==> config.mk <==
export PLATFORM = sky130hd
export DESIGN_NAME = jogo_mindfocus_param_flat
export DESIGN_NICKNAME = d
export VERILOG_FILES = /design/src/rtl/jogo_mindfocus_param_if.sv /design/src/rtl/jogo_mindfocus_param.sv /design/src/flat_wrapper.sv
export SDC_FILE = /design/constraint.sdc
export NUM_CORES = 1
export LEC_CHECK = 0
export ABC_AREA = 1
export CORE_AREA = 4 4 109 59
export CTS_CLUSTER_SIZE = 14
export DETAILED_ROUTE_END_ITERATION = 10
export DIE_AREA = 0 0 113 63
export GPL_TIMING_DRIVEN = 0
export PLACE_DENSITY = 0.75
export SKIP_LAST_GASP = 1
export SYNTH_ARGS = -nofsm -noshare
export SYNTH_HDL_FRONTEND = slang
export SYNTH_SLANG_ARGS = --single-unit
==> constraint.sdc <==
create_clock -name clock -period 2 [get_ports clock]
set_input_delay 0.2 -clock clock [delete_from_list [all_inputs] [get_ports clock]]
set_output_delay 0.2 -clock clock [all_outputs]
set_load 0.1 [all_outputs]
==> src/rtl/jogo_mindfocus_param_if.sv <==
// jogo_mindfocus_param_if: control, button and status bundle between the board wrapper and the game core
interface jogo_mindfocus_param_if #(
    parameter int IDX_W   = 2,
    parameter int SEQ_LEN = 4
);
    logic                     iniciar;
    logic                     modo;
    logic [2**IDX_W-1:0]      botoes;
    logic                     pronto;
    logic [3:0]               acertos;
    logic [3:0]               rodada;
    logic [SEQ_LEN*IDX_W-1:0] indices;
    logic [IDX_W-1:0]         db_jogada;
    logic                     db_timeout;
    logic [3:0]               db_estado;
    modport master (
        output iniciar, modo, botoes,
        input  pronto, acertos, rodada, indices, db_jogada, db_timeout, db_estado
    );
    modport slave (
        input  iniciar, modo, botoes,
        output pronto, acertos, rodada, indices, db_jogada, db_timeout, db_estado
    );
endinterface

==> src/rtl/jogo_mindfocus_param.sv <==
// jogo_mindfocus_param: LFSR-generated target sequence game, one button press scored per round
module jogo_mindfocus_param #(
    parameter int         IDX_W   = 2,
    parameter int         SEQ_LEN = 4,
    parameter int         TIMEOUT = 1000,
    parameter logic [7:0] SEED    = 8'hA5
) (
    input logic                clock,
    input logic                reset,
    jogo_mindfocus_param_if.slave io
);
    localparam int N  = 2**IDX_W;
    localparam int TW = $clog2(TIMEOUT);

    typedef enum logic [3:0] {
        INICIAL  = 4'h0,
        GERA     = 4'h1,
        ESPERA   = 4'h2,
        REGISTRA = 4'h3,
        COMPARA  = 4'h4,
        PROXIMA  = 4'h5,
        SOLTA    = 4'h6,
        FIM      = 4'hF
    } estado_t;

    estado_t                  estado, proximo;
    logic [7:0]               lfsr;
    logic [SEQ_LEN*IDX_W-1:0] idx;
    logic [3:0]               gen, acertos, rodada;
    logic [TW-1:0]            timer;
    logic [N-1:0]             jogada;
    logic [IDX_W-1:0]         db_jogada, cod;
    logic                     modo_l, db_timeout, hit, expira, ultima;

    always_comb begin
        cod = '0;
        for (int i = N - 1; i >= 0; i--)
            if (io.botoes[i]) cod = IDX_W'(i);
    end

    assign expira = timer == TW'(TIMEOUT - 1);
    assign ultima = rodada == 4'(SEQ_LEN - 1);
    assign hit    = jogada != '0 && (jogada & (jogada - 1'b1)) == '0 &&
                    db_jogada == idx[rodada*IDX_W +: IDX_W];

    always_ff @(posedge clock) begin
        if (!reset) estado <= INICIAL;
        else        estado <= proximo;
    end

    // a button on the timeout cycle takes priority over the timeout
    always_comb begin
        proximo = estado;
        case (estado)
            INICIAL:  if (io.iniciar) proximo = GERA;
            GERA:     if (gen == 4'(SEQ_LEN - 1)) proximo = ESPERA;
            ESPERA:   proximo = io.botoes != '0 ? REGISTRA : expira ? PROXIMA : ESPERA;
            REGISTRA: proximo = COMPARA;
            COMPARA:  proximo = (hit || !modo_l) ? PROXIMA : FIM;
            PROXIMA:  proximo = ultima ? FIM : SOLTA;
            SOLTA:    if (io.botoes == '0) proximo = ESPERA;
            FIM:      if (io.iniciar) proximo = GERA;
            default:  proximo = INICIAL;
        endcase
    end

    always_ff @(posedge clock) begin
        if (!reset) begin
            lfsr       <= SEED;
            idx        <= '0;
            gen        <= '0;
            timer      <= '0;
            acertos    <= '0;
            rodada     <= '0;
            jogada     <= '0;
            db_jogada  <= '0;
            modo_l     <= 1'b0;
            db_timeout <= 1'b0;
        end else begin
            db_timeout <= estado == ESPERA && io.botoes == '0 && expira;
            timer      <= estado == ESPERA ? timer + 1'b1 : '0;
            if (proximo == GERA && estado != GERA) begin
                acertos <= '0;
                rodada  <= '0;
                gen     <= '0;
                modo_l  <= io.modo;
            end
            // Galois step for x^8+x^6+x^5+x^4+1; the LFSR is never reseeded between games
            if (estado == GERA) begin
                idx[gen*IDX_W +: IDX_W] <= lfsr[IDX_W-1:0];
                lfsr <= {1'b0, lfsr[7:1]} ^ (lfsr[0] ? 8'hB8 : 8'h00);
                gen  <= gen + 1'b1;
            end
            if (estado == REGISTRA) begin
                jogada    <= io.botoes;
                db_jogada <= cod;
            end
            if (estado == COMPARA && hit && acertos != 4'(SEQ_LEN)) acertos <= acertos + 1'b1;
            if (estado == PROXIMA && !ultima) rodada <= rodada + 1'b1;
        end
    end

    assign io.pronto     = estado == FIM;
    assign io.acertos    = acertos;
    assign io.rodada     = rodada;
    assign io.indices    = idx;
    assign io.db_jogada  = db_jogada;
    assign io.db_timeout = db_timeout;
    assign io.db_estado  = estado;
endmodule

==> src/flat_wrapper.sv <==
// flat-port wrapper written by rule: the top's interface ports become plain ports
module jogo_mindfocus_param_flat 
#(
    parameter int         IDX_W   = 2,
    parameter int         SEQ_LEN = 4,
    parameter int         TIMEOUT = 1000,
    parameter logic [7:0] SEED    = 8'hA5
)
  (clock, reset, io_iniciar, io_modo, io_botoes, io_pronto, io_acertos, io_rodada, io_indices, io_db_jogada, io_db_timeout, io_db_estado);
  jogo_mindfocus_param_if #(.IDX_W(IDX_W), .SEQ_LEN(SEQ_LEN)) io_i ();
  input logic clock;
  input logic reset;
  input wire logic [$bits(io_i.iniciar)-1:0] io_iniciar;
  input wire logic [$bits(io_i.modo)-1:0] io_modo;
  input wire logic [$bits(io_i.botoes)-1:0] io_botoes;
  output wire logic [$bits(io_i.pronto)-1:0] io_pronto;
  output wire logic [$bits(io_i.acertos)-1:0] io_acertos;
  output wire logic [$bits(io_i.rodada)-1:0] io_rodada;
  output wire logic [$bits(io_i.indices)-1:0] io_indices;
  output wire logic [$bits(io_i.db_jogada)-1:0] io_db_jogada;
  output wire logic [$bits(io_i.db_timeout)-1:0] io_db_timeout;
  output wire logic [$bits(io_i.db_estado)-1:0] io_db_estado;
  assign io_i.iniciar = io_iniciar;
  assign io_i.modo = io_modo;
  assign io_i.botoes = io_botoes;
  assign io_pronto = io_i.pronto;
  assign io_acertos = io_i.acertos;
  assign io_rodada = io_i.rodada;
  assign io_indices = io_i.indices;
  assign io_db_jogada = io_i.db_jogada;
  assign io_db_timeout = io_i.db_timeout;
  assign io_db_estado = io_i.db_estado;
  jogo_mindfocus_param #(.IDX_W(IDX_W), .SEQ_LEN(SEQ_LEN), .TIMEOUT(TIMEOUT), .SEED(SEED)) u_core (.clock(clock), .reset(reset), .io(io_i));
endmodule
Yosys cells after proc, flatten, opt, wreduce, memory -nomap -nowiden. Cells that the tools add are included.

Register bits after elaboration: 50. Input bits: 8. Output and inout bits: 24. Logic and storage cells: 75.

Add/subtract/negate cells: 6. Eq/ne operators: 14. Shifts and indexed selects: 3. Multiplexer cells: 18. Bitwise logic cells: 2. Reductions and logical operators: 21.

Operators with widths (count): 2-to-1 mux 4 bit (10); negation 5 -> 34 bit (1); variable shift 2 x 34 -> 8 bit, first input constant (1); indexed part select 2 x 34 -> 8 bit (1); one-hot mux 4 bit (7 select lines) (1); == test 4 x 2 -> 1 bit, second input constant (4); adder 4 x 1 -> 4 bit, second input constant (3); == test 4 x 3 -> 1 bit, second input constant (3); logical NOT 4 bit (3); adder 10 x 1 -> 10 bit, second input constant (1); == test 10 bit, second input constant (1); bitwise mux 8 bit (1); == test 4 x 1 -> 1 bit, second input constant (2); logical AND 1 bit (8); 2-to-1 mux 2 bit (4); 2-to-1 mux 8 bit (1); nonzero test 4 bit (2); indexed part select 8 x 6 -> 2 bit (1); bitwise XOR 7 x 8 -> 8 bit (1); nonzero test 2 bit (3); bitwise AND 4 bit (1); == test 4 bit, second input constant (1); inequality test 4 x 1 -> 1 bit, second input constant (1); inequality test 4 x 3 -> 1 bit, second input constant (1); 7 further kinds (8).

Logic depth before layout (Yosys ltp). Gate-level depths: netlist of run 1.

Depth in word-level cells: 12. Depth in mapped cells: 13. Gate-level depth less buffers: 12.

Least setup slack after synthesis of run 1. Ideal clock, no wire load.

Kind: register to register. Start point: reg u_core.estado[2] (netlist: u_core.io.db_estado[2]). End point: reg u_core.acertos[1] (netlist: u_core.io.acertos[1]). Setup time: 0.132 ns. Arrival time: 2.567 ns. Data required time: 1.868 ns. Slack: -0.699 ns. Stages on the path, launching flop included: 11. Path buffers: 1. Period minus slack after synthesis: 2.699 ns. Path through: dfxtp_1 -> nand2_1 -> nor2_4 -> inv_1 -> a21oi_2 -> nor2_2 -> nand2_2 -> nand4_2 -> buf_6 -> nand3_1 -> a21oi_1.

Word-level cells in the longest chain between the ends: 6. Elaborated cells on any way between the ends: 20. Classes of those cells: eq/ne (9); mux (5); reduce/logical (6).

RTL lines: start: declaration (line jogo_mindfocus_param.sv:26) `estado_t estado, proximo;`; start signal: assignment (line jogo_mindfocus_param.sv:48) `else estado <= proximo;`; == test 4 bit; named net io_pronto (line flat_wrapper.sv:16) `output wire logic [$bits(io_i.pronto)-1:0] io_pronto;`; OR reduction 2 bit (no source line); one-hot mux 4 bit (7 select lines) (line jogo_mindfocus_param.sv:54) `case (estado)`; == test 4 x 1 -> 1 bit (line jogo_mindfocus_param.sv:82) `if (proximo == GERA && estado != GERA) begin`; logical AND 1 bit (line jogo_mindfocus_param.sv:82); nonzero test 2 bit (no source line); end signal: assignment (line jogo_mindfocus_param.sv:98) `if (estado == COMPARA && hit && acertos != 4'(SEQ_LEN)) acertos <= acertos + 1'b1;`; end: declaration (line jogo_mindfocus_param.sv:29) `logic [3:0] gen, acertos, rodada;`.

The timed path passes the listed nets, and every way through them passes these cells. A chain may end at the register's enable or synchronous reset.

Worst setup path in the final report of run 1.
Start point: reg u_core.gen[0]. End point: reg u_core.idx[7] (netlist: u_core.io.indices[7]).

Word-level cells in the longest chain between the ends: 3. Elaborated cells on any way between the ends: 4. Classes of those cells: add/sub (1); shift (2); mux (1).

RTL lines: start: declaration (line jogo_mindfocus_param.sv:29); start signal: assignment (line jogo_mindfocus_param.sv:92) `gen <= gen + 1'b1;`; negation 5 -> 34 bit (*) (line jogo_mindfocus_param.sv:90) `idx[gen*IDX_W +: IDX_W] <= lfsr[IDX_W-1:0];`; indexed part select 2 x 34 -> 8 bit or variable shift 2 x 34 -> 8 bit (tied branches) (line jogo_mindfocus_param.sv:90); bitwise mux 8 bit (*) (line jogo_mindfocus_param.sv:90); end signal: indexed assignment (line jogo_mindfocus_param.sv:90); end: declaration (line jogo_mindfocus_param.sv:28) `logic [SEQ_LEN*IDX_W-1:0] idx;`.

Every way passes the cells marked *; elsewhere a longest branch is shown, timed or not.

==> results of run 1 <==
-- per-stage QoR --
stage                     cells  utilization
after global routing        498        0.620
final                       498        0.620
after detailed placement    484        0.577
after CTS                   494        0.598
after floorplan             380            -
after global placement      484        0.577
-- worst min path at each step --
stage                                     from                             to  slack (ns)  cells past startpoint
finish              u_core.timer[0]$_SDFF_PN0_     u_core.timer[0]$_SDFF_PN0_        0.45                      1
global route        u_core.timer[0]$_SDFF_PN0_     u_core.timer[0]$_SDFF_PN0_        0.48                      1
CTS                 u_core.timer[0]$_SDFF_PN0_     u_core.timer[0]$_SDFF_PN0_        0.46                      1
detailed placement  u_core.timer[0]$_SDFF_PN0_     u_core.timer[0]$_SDFF_PN0_        0.44                      1
global placement    u_core.timer[0]$_SDFF_PN0_     u_core.timer[0]$_SDFF_PN0_        0.43                      1
floorplan                         io_botoes[0]  u_core.jogada[0]$_SDFFE_PN0P_        0.34                      2
-- cell type report --
class / count / area, µm²
multi-input combinational: 264 / 1500
tap: 73 / 91.3
inverter: 56 / 213
sequential: 50 / 1020
clock inverter: 1 / 7.51
timing repair buffer: 37 / 352
fill: 478 / 2050
buffer: 10 / 57.6
clock buffer: 7 / 97.6
-- registers in the layout, indices dropped and copies added, names as in the netlist --
register	cells
u_core.timer	10
u_core.io.indices	8
u_core.gen	4
u_core.jogada	4
u_core.io.db_estado	4
u_core.io.db_jogada	2
u_core.io.rodada	4
u_core.io.acertos	4
u_core.lfsr	8
u_core.io.db_timeout	1
u_core.modo_l	1
-- report_power, final --
group,switching [W],internal [W]
Clock,0.000352,0.000323
Sequential,0.0000250,0.00103
Combinational,0.000293,0.000176
Total,0.000670,0.00153
-- timing repair --
action,4_1_cts,5_1_grt
pin swaps,2,9
resized for setup,22,34
endpoints found under the setup margin,24,23
setup buffers,2,4
gates cloned,0,0
-- layout by cell type (no fill, tap or decap), drive strengths merged, types with 2 or more instances in the layout --
cell type / instances
nand2: 72
nor2: 61
inv: 55
dfxtp: 50
nand3: 31
a21oi: 31
o21ai: 22
dlygate4sd2: 15
clkbuf: 13
buf: 11
nor3: 9
dlymetal6s2s: 8
clkdlybuf4s50: 7
ha: 7
xor2: 6
xnor2: 6
a211oi: 5
nand4: 4
o211ai: 3
nor3b: 2
nand3b: 2
a31oi: 2
-- kinds of logic after synthesis --
group / share of synthesized area
AND/OR/NAND/NOR: 0.322
XOR/XNOR: 0.0392
flip-flops: 0.373
buffers and inverters: 0.0975
adder cells (fa/ha/maj): 0.0327
AO/OA/AOI/OAI: 0.135
-- routing by layer --
metal  global-route usage  wire length, µm  vias to the layer above
met5                    0                0                        -
met4               0.0525               87                        0
met3               0.0416              232                       11
met2                0.297             2990                       46
met1                0.226             2920                     1195
li1                     -                -                     1309
==> impl_metrics.ini, run 1 <==
[status]
outcome = complete, no violations

[finish]
antenna_cells = 0
fin_area_mm2 = 0.00334
drive_gt1_frac = 0.200
layout.nets = 439
area_growth_syn_to_layout_pct = 24.7

[clock_network]
clk_latency_ns = 0.31
clockBufferDepth = 2
cts_buffers = 5
cts_tree = yes
cts_htree_levels = 2
cts.hold.buffers_added = 0
cts_root_buf = clkbuf_8
cts.sink_count = 50
clk_pin_slew_worst_paths_ns = 0.10

[worst_setup_path]
reg2regPathDepth = 13
crit_chain = buf_6 > nor3_4 > inv_2 > ha_4 > inv_4 > nor2_4 > nand2_1 > a21oi_2 > nand2_1 > nor2_2 > nand2_2 > o21ai_2 > a21oi_2
rr_endpoint = u_core.io.indices[7]$_SDFFE_PN0P_
critPathLaunch = u_core.gen[0]$_SDFFE_PN0P_
endpoint_kind = flip-flop
ff2ff_setup_slack_ns = 0.05
r2r_start = u_core.gen[0]$_SDFFE_PN0P_
crit_arrival_ns = 2.17
critPathSlowestCell = dfxtp_2
critPathTopFamily = simple AND/OR/NAND/NOR gates
start_kind = flip-flop
path_class = flip-flop to flip-flop
cp.depth = 13
critPathMaxFanout = 6
critPathBufInv = 3
critPathRequiredTime_ns = 2.22
critPathMaxStageDelay_ns = 0.34
critPathCapture = u_core.io.indices[7]$_SDFFE_PN0P_

[yosys]
netlist_top_cells_count = 63 x nand2_1, 52 x nor2_1, 50 x dfxtp_1, 49 x inv_1
yosysMostFrequentCell = nand2_1
netlist.top_cell.by_area = dfxtp_1
yosys-top-cells-area = dfxtp_1 37%, nand2_1 8.8%, nor2_1 7.3%
synth_fp_nets = 395
synth_top_cell_area_share = 0.373
ys_types = 34
synth_edf_count = 0
synth_cells = 380
seq_area_frac_synth = 0.373
syn_area_mm2 = 0.00268
synthArstFlopShare = 0
synth_seq_cells = 50
yosysWarningCount = 0
ys.flop_type = dfxtp_1
syn_avg_cell_area_um2 = 7.06

[sta]
totalNegativeSetupSlack_ns = 0
period_share = 0.975
fin_crit_ns = 1.95
skew_ns = 0.00936
finalHoldViolCount = 0
rsz0062_at_grt = true
timing.hold.ws_ns = 0.452
slew_viol_final = 0
tightest_slew_ns = 0.982
max_clock_freq_mhz = 513
slew_headroom = 0.348
setup_ws_ns = 0.0492
setup_viol_count_final = 0

[floorplanning]
start_util = 0.497
rows = 19
io_pins = 32
die_height_um = 63
dieArea_mm2 = 0.00712
die_w_um = 113
core_area_mm2 = 0.00540

[min_path]
hp-class = flip-flop to flip-flop

[grt]
grt_overflow = 0
grt_pass1_vias = 2337
gr-usage-all-layers = 0.177
grt_pass1_wl_um = 10400
grt_max_degree = 16
antenna_found_initial = 0

[route]
drt-initial-drc-count = 132
postRouteAntennaNets = 0
drc_errors = 0
detail_route.wl_per_cell_um = 12.5
routed_wl_um = 6230
routed_via_density = 5.14
drtPass1Iterations = 4
vias = 2561

[placed_design]
hpwlAfterDp_um = 4560
gp_congestion = 0.875
portBuffers = 31
detailedPlace.worstSlack_ns = -0.191
placedInstanceArea_mm2 = 0.00311

[pwr]
ir_drop_v = 0.000374
p_leak_nw = 1.53
fin_total_pwr_w = 0.00220
power_density_mw_per_mm2 = 657

[job]
max-cap-violations = 0
No activity file was read; power rests on OpenSTA's default activity.
==> run 2: changes to the inputs <==
--- a/config.mk
+++ b/config.mk
@@ -8,5 +8,5 @@
 export ABC_AREA = 1
 export CORE_AREA = 4 4 109 59
-export CTS_CLUSTER_SIZE = 14
+export CTS_CLUSTER_SIZE = 20
 export DETAILED_ROUTE_END_ITERATION = 10
 export DIE_AREA = 0 0 113 63
==> constraint.sdc (replaced) <==
create_clock -name clock -period 2 [get_ports clock]
set_input_delay 0.2 -clock clock [delete_from_list [all_inputs] [get_ports clock]]
set_output_delay 0.2 -clock clock [all_outputs]
set_load 0.05 [all_outputs]
==> impl_metrics.ini, run 2 (synthesis gave the netlist of run 1 again) <==
[route]
drtPass1Iterations = 5
detail_route.wl_per_cell_um = 12.1
postRouteAntennaNets = 0
drt-initial-drc-count = 123
routed_via_density = 5.06
vias = 2498
routed_wl_um = 5960
drc_errors = 0

[worst_setup_path]
endpoint_kind = flip-flop
crit_arrival_ns = 2.14
cp.depth = 12
crit_chain = nor3_4 > inv_2 > ha_4 > inv_2 > nor2_2 > nand2_1 > a21oi_2 > nand2_1 > nor2_2 > nand2_2 > o21ai_2 > a21oi_2
start_kind = flip-flop
critPathRequiredTime_ns = 2.21
reg2regPathDepth = 12
path_class = flip-flop to flip-flop
r2r_start = u_core.gen[1]$_SDFFE_PN0P_
critPathSlowestCell = dfxtp_4
critPathMaxFanout = 5
critPathLaunch = u_core.gen[1]$_SDFFE_PN0P_
critPathBufInv = 2
critPathMaxStageDelay_ns = 0.38
critPathTopFamily = simple AND/OR/NAND/NOR gates

[floorplanning]
core_area_mm2 = 0.00540
rows = 19
io_pins = 32
die_height_um = 63
dieArea_mm2 = 0.00712
die_w_um = 113
start_util = 0.497

[grt]
gr-usage-all-layers = 0.174
antenna_found_initial = 0
grt_pass1_vias = 2410
grt_max_degree = 17
grt_pass1_wl_um = 10300
grt_overflow = 0

[finish]
fin_area_mm2 = 0.00328
final_common_cell = nand2_1
regMostFlops = u_core.timer
antenna_cells = 0
multi_input_area_mm2 = 0.00147
area_growth_syn_to_layout_pct = 22.3
regArea_mm2 = 0.00101
drive_gt1_frac = 0.164
num-fill-cells = 493
final_core_util = 0.607
layout.nets = 435
mostFrequentLayoutCells = 61 x nand2_1, 52 x nor2_1, 46 x inv_1
largest_reg_flops = 10

[sta]
finalHoldViolCount = 0
tightest_slew_ns = 0.595
fin_crit_ns = 1.93
totalNegativeSetupSlack_ns = 0
rsz0062_at_grt = true
setup_ws_ns = 0.0702
setup_viol_count_final = 0
skew_ns = 0.0130
period_share = 0.965
slew_headroom = 0.600
max_clock_freq_mhz = 518
slew_viol_final = 0

[clock_network]
clk_latency_ns = 0.32
cts.sink_count = 50
cts_buffers = 5
cts_root_buf = clkbuf_8
cts_htree_levels = 2
cts_tree = yes
clk_pin_slew_worst_paths_ns = 0.10
clockBufferDepth = 2

[pwr]
power_density_mw_per_mm2 = 667
power.switching_w = 0.000623
power_frac_clock = 0.331
p_leak_nw = 1.29
combinationalPowerShare = 0.185
ir_drop_v = 0.000353
pwr-share-seq = 0.484
p_sw_frac = 0.285
p_int_w = 0.00156

[min_path]
hold_start = u_core.timer[0]$_SDFF_PN0_
hp-class = flip-flop to flip-flop
holdPathStages = 1

[placed_design]
hpwlAfterDp_um = 4530
placedInstanceArea_mm2 = 0.00309
detailedPlace.worstSlack_ns = -0.201
gp_congestion = 0.852
portBuffers = 31

[status]
outcome = complete, no violations

[job]
max-cap-violations = 0
run 2: routing by layer:
metal,part of all wire,vias up,global-route usage
met5,0,-,0
met4,0.010,0,0.0450
met3,0.046,7,0.0397
met2,0.48,41,0.313
met1,0.47,1151,0.210
li1,-,1299,-
run 2: repair_timing:
item	CTS	global route
endpoints found under the setup margin	8	9
gates cloned	0	0
setup buffers	2	1
pin swaps	2	9
gates resized for setup	11	12
hold buffers	0	0
run 2: power by group through the flow:
stage | logic, W | registers, W | clock network [W]
global placement | 0.000355 | 0.00108 | 0
global route | 0.000446 | 0.00106 | 0.000767
detailed placement | 0.000366 | 0.00108 | 0
floorplan | 0.000250 | 0.00110 | 0
finish | 0.000404 | 0.00106 | 0.000724
CTS | 0.000383 | 0.00106 | 0.000736
run 2: through the flow:
| stage | power (W) | cells | hold slack [ns] |
|---|---|---|---|
| after floorplan | 0.00135 | 380 | 0.343 |
| after global placement | 0.00143 | 484 | 0.428 |
| after detailed placement | 0.00145 | 484 | 0.450 |
| after CTS | 0.00218 | 493 | 0.463 |
| after global routing | 0.00228 | 494 | 0.484 |
| final | 0.00219 | 494 | 0.460 |
run 2: layout make-up:
cell class	count	area share
clock buffers	5	0.0210
plain buffers	9	0.0141
well taps	73	0.0279
flip-flops and latches	50	0.309
multi-input cells	264	0.448
repair buffers	34	0.102
clock inverters	3	0.0137
inverters	56	0.0641
run 2: final timing paths:
kind	endpoint	slack, ns
hold reg to reg	u_core.timer[0]$_SDFF_PN0_	0.46
hold / removal	u_core.timer[0]$_SDFF_PN0_	0.46
setup reg to reg	u_core.io.indices[6]$_SDFFE_PN0P_	0.07
setup / recovery	u_core.io.indices[6]$_SDFFE_PN0P_	0.07
==> run 3: changes to the inputs <==
Settings changed: SLEW_MARGIN set to 0.
Clock period 2 ns to 1.7 ns, I/O delays scaled along.
==> impl_metrics.ini, run 3 (synthesis gave the netlist of run 1 again) <==
[clock_network]
cts.hold.buffers_added = 0
clk_pin_slew_worst_paths_ns = 0.09
cts_buffers = 5
cts_htree_levels = 2
cts_root_buf = clkbuf_8
clockBufferDepth = 2
cts_tree = yes
cts.sink_count = 50
clk_latency_ns = 0.30

[floorplanning]
rows = 19
die_height_um = 63
io_pins = 32
core_area_mm2 = 0.00540
dieArea_mm2 = 0.00712
start_util = 0.497
die_w_um = 113

[worst_setup_path]
crit_arrival_ns = 2.09
critPathLaunch = u_core.gen[0]$_SDFFE_PN0P_
path_class = flip-flop to flip-flop
critPathMaxFanout = 4
start_kind = flip-flop
endpoint_kind = flip-flop
r2r_start = u_core.gen[0]$_SDFFE_PN0P_
critPathRequiredTime_ns = 1.90
ff2ff_setup_slack_ns = -0.18

[finish]
multi_input_area_mm2 = 0.00171
regArea_mm2 = 0.00103
area_growth_syn_to_layout_pct = 36.0
drive_gt1_frac = 0.306
largest_reg_flops = 10
mostFrequentLayoutCells = 49 x nor2_1, 48 x nand2_1, 41 x inv_1
antenna_cells = 0
regMostFlops = u_core.timer
num-fill-cells = 416
final_common_cell = nor2_1
fin_area_mm2 = 0.00365
layout.nets = 449

[placed_design]
portBuffers = 31
gp_congestion = 0.858
detailedPlace.worstSlack_ns = -0.269
hpwlAfterDp_um = 4690
placedInstanceArea_mm2 = 0.00313

[sta]
totalNegativeSetupSlack_ns = -1.19
timing.hold.ws_ns = 0.473
period_share = 1.11
slew_headroom = 0.619
max_clock_freq_mhz = 531
finalHoldViolCount = 0
skew_ns = 0.00344
setup_viol_count_final = 8
slew_viol_final = 0
fin_crit_ns = 1.88
tightest_slew_ns = 0.572
setup_ws_ns = -0.184
rsz0062_at_grt = true

[grt]
grt_pass1_wl_um = 10800
gr-usage-all-layers = 0.183
grt_max_degree = 15
grt_pass1_vias = 2465
antenna_found_initial = 0
grt_overflow = 0

[job]
max-cap-violations = 0

[route]
vias = 2629
drtPass1Iterations = 4
postRouteAntennaNets = 0
drt-initial-drc-count = 111
routed_wl_um = 6790
detail_route.wl_per_cell_um = 13.4
routed_via_density = 5.18
drc_errors = 0

[pwr]
pwr-share-seq = 0.479
power.switching_w = 0.000759
power_density_mw_per_mm2 = 708
p_int_w = 0.00182
combinationalPowerShare = 0.221
ir_drop_v = 0.000398
p_leak_nw = 1.48
fin_total_pwr_w = 0.00258
p_sw_frac = 0.294
power_frac_clock = 0.299

[status]
outcome = complete, but fails checks
violations = negative setup slack

[min_path]
hp-class = flip-flop to flip-flop
hold_start = u_core.lfsr[2]$_SDFFE_PN1P_
## run 3: layout make-up
| type | instances | area share |
|---|---|---|
| Clock buffer | 8 | 0.0278 |
| Buffer | 10 | 0.0172 |
| Multi-Input combinational cell | 264 | 0.468 |
| Tap cell | 73 | 0.0250 |
| Timing Repair Buffer | 47 | 0.121 |
| Sequential cell | 50 | 0.283 |
| Inverter | 56 | 0.0583 |
## run 3: power by group through the flow
stage	registers, W	logic (W)	clock network (W)
6_report	0.00124	0.000572	0.000773
5_1_grt	0.00124	0.000620	0.000849
4_1_cts	0.00124	0.000499	0.000792
3_5_place_dp	0.00127	0.000446	0
3_3_place_gp	0.00126	0.000429	0
2_1_floorplan	0.00129	0.000306	0
## run 3: routing by layer
layer	GRT usage	up-vias	wire, µm
li1	-	1331	-
met1	0.240	1223	3200
met2	0.310	60	3190
met3	0.0368	15	290
met4	0.0435	0	114
met5	0	-	0
## run 3: timing repair
item | in CTS | in global routing
buffers inserted | 9 | 6
cloned | 1 | 0
hold endpoints to repair | 0 | 0
resized for setup | 18 | 67
endpoints found under the setup margin | 23 | 26
pin swaps | 10 | 23
## run 3: worst paths after layout
kind	to	depth (start not counted)
setup reg to reg	u_core.io.indices[6]$_SDFFE_PN0P_	13
hold reg to reg	u_core.lfsr[2]$_SDFFE_PN1P_	2
hold / removal	u_core.lfsr[2]$_SDFFE_PN1P_	2
setup / recovery	u_core.io.indices[6]$_SDFFE_PN0P_	13
## run 3: worst max-delay path, stage by stage (launching register included)
cell and delay, ns:
dfxtp_2 0.33, buf_6 0.12, nor3_4 0.13, inv_2 0.06
ha_4 0.27, inv_2 0.04, nor2_2 0.06, nand2_1 0.07
a21oi_2 0.22, nand2_2 0.09, nor2_4 0.10, nand2_2 0.09
o21ai_2 0.14, a21oi_1 0.05
## run 3: per-stage QoR
stage                     instances   util
after floorplan                 380      -
after global placement          484  0.580
after detailed placement        484  0.580
after CTS                       502  0.620
after global routing            508  0.676
final                           508  0.676
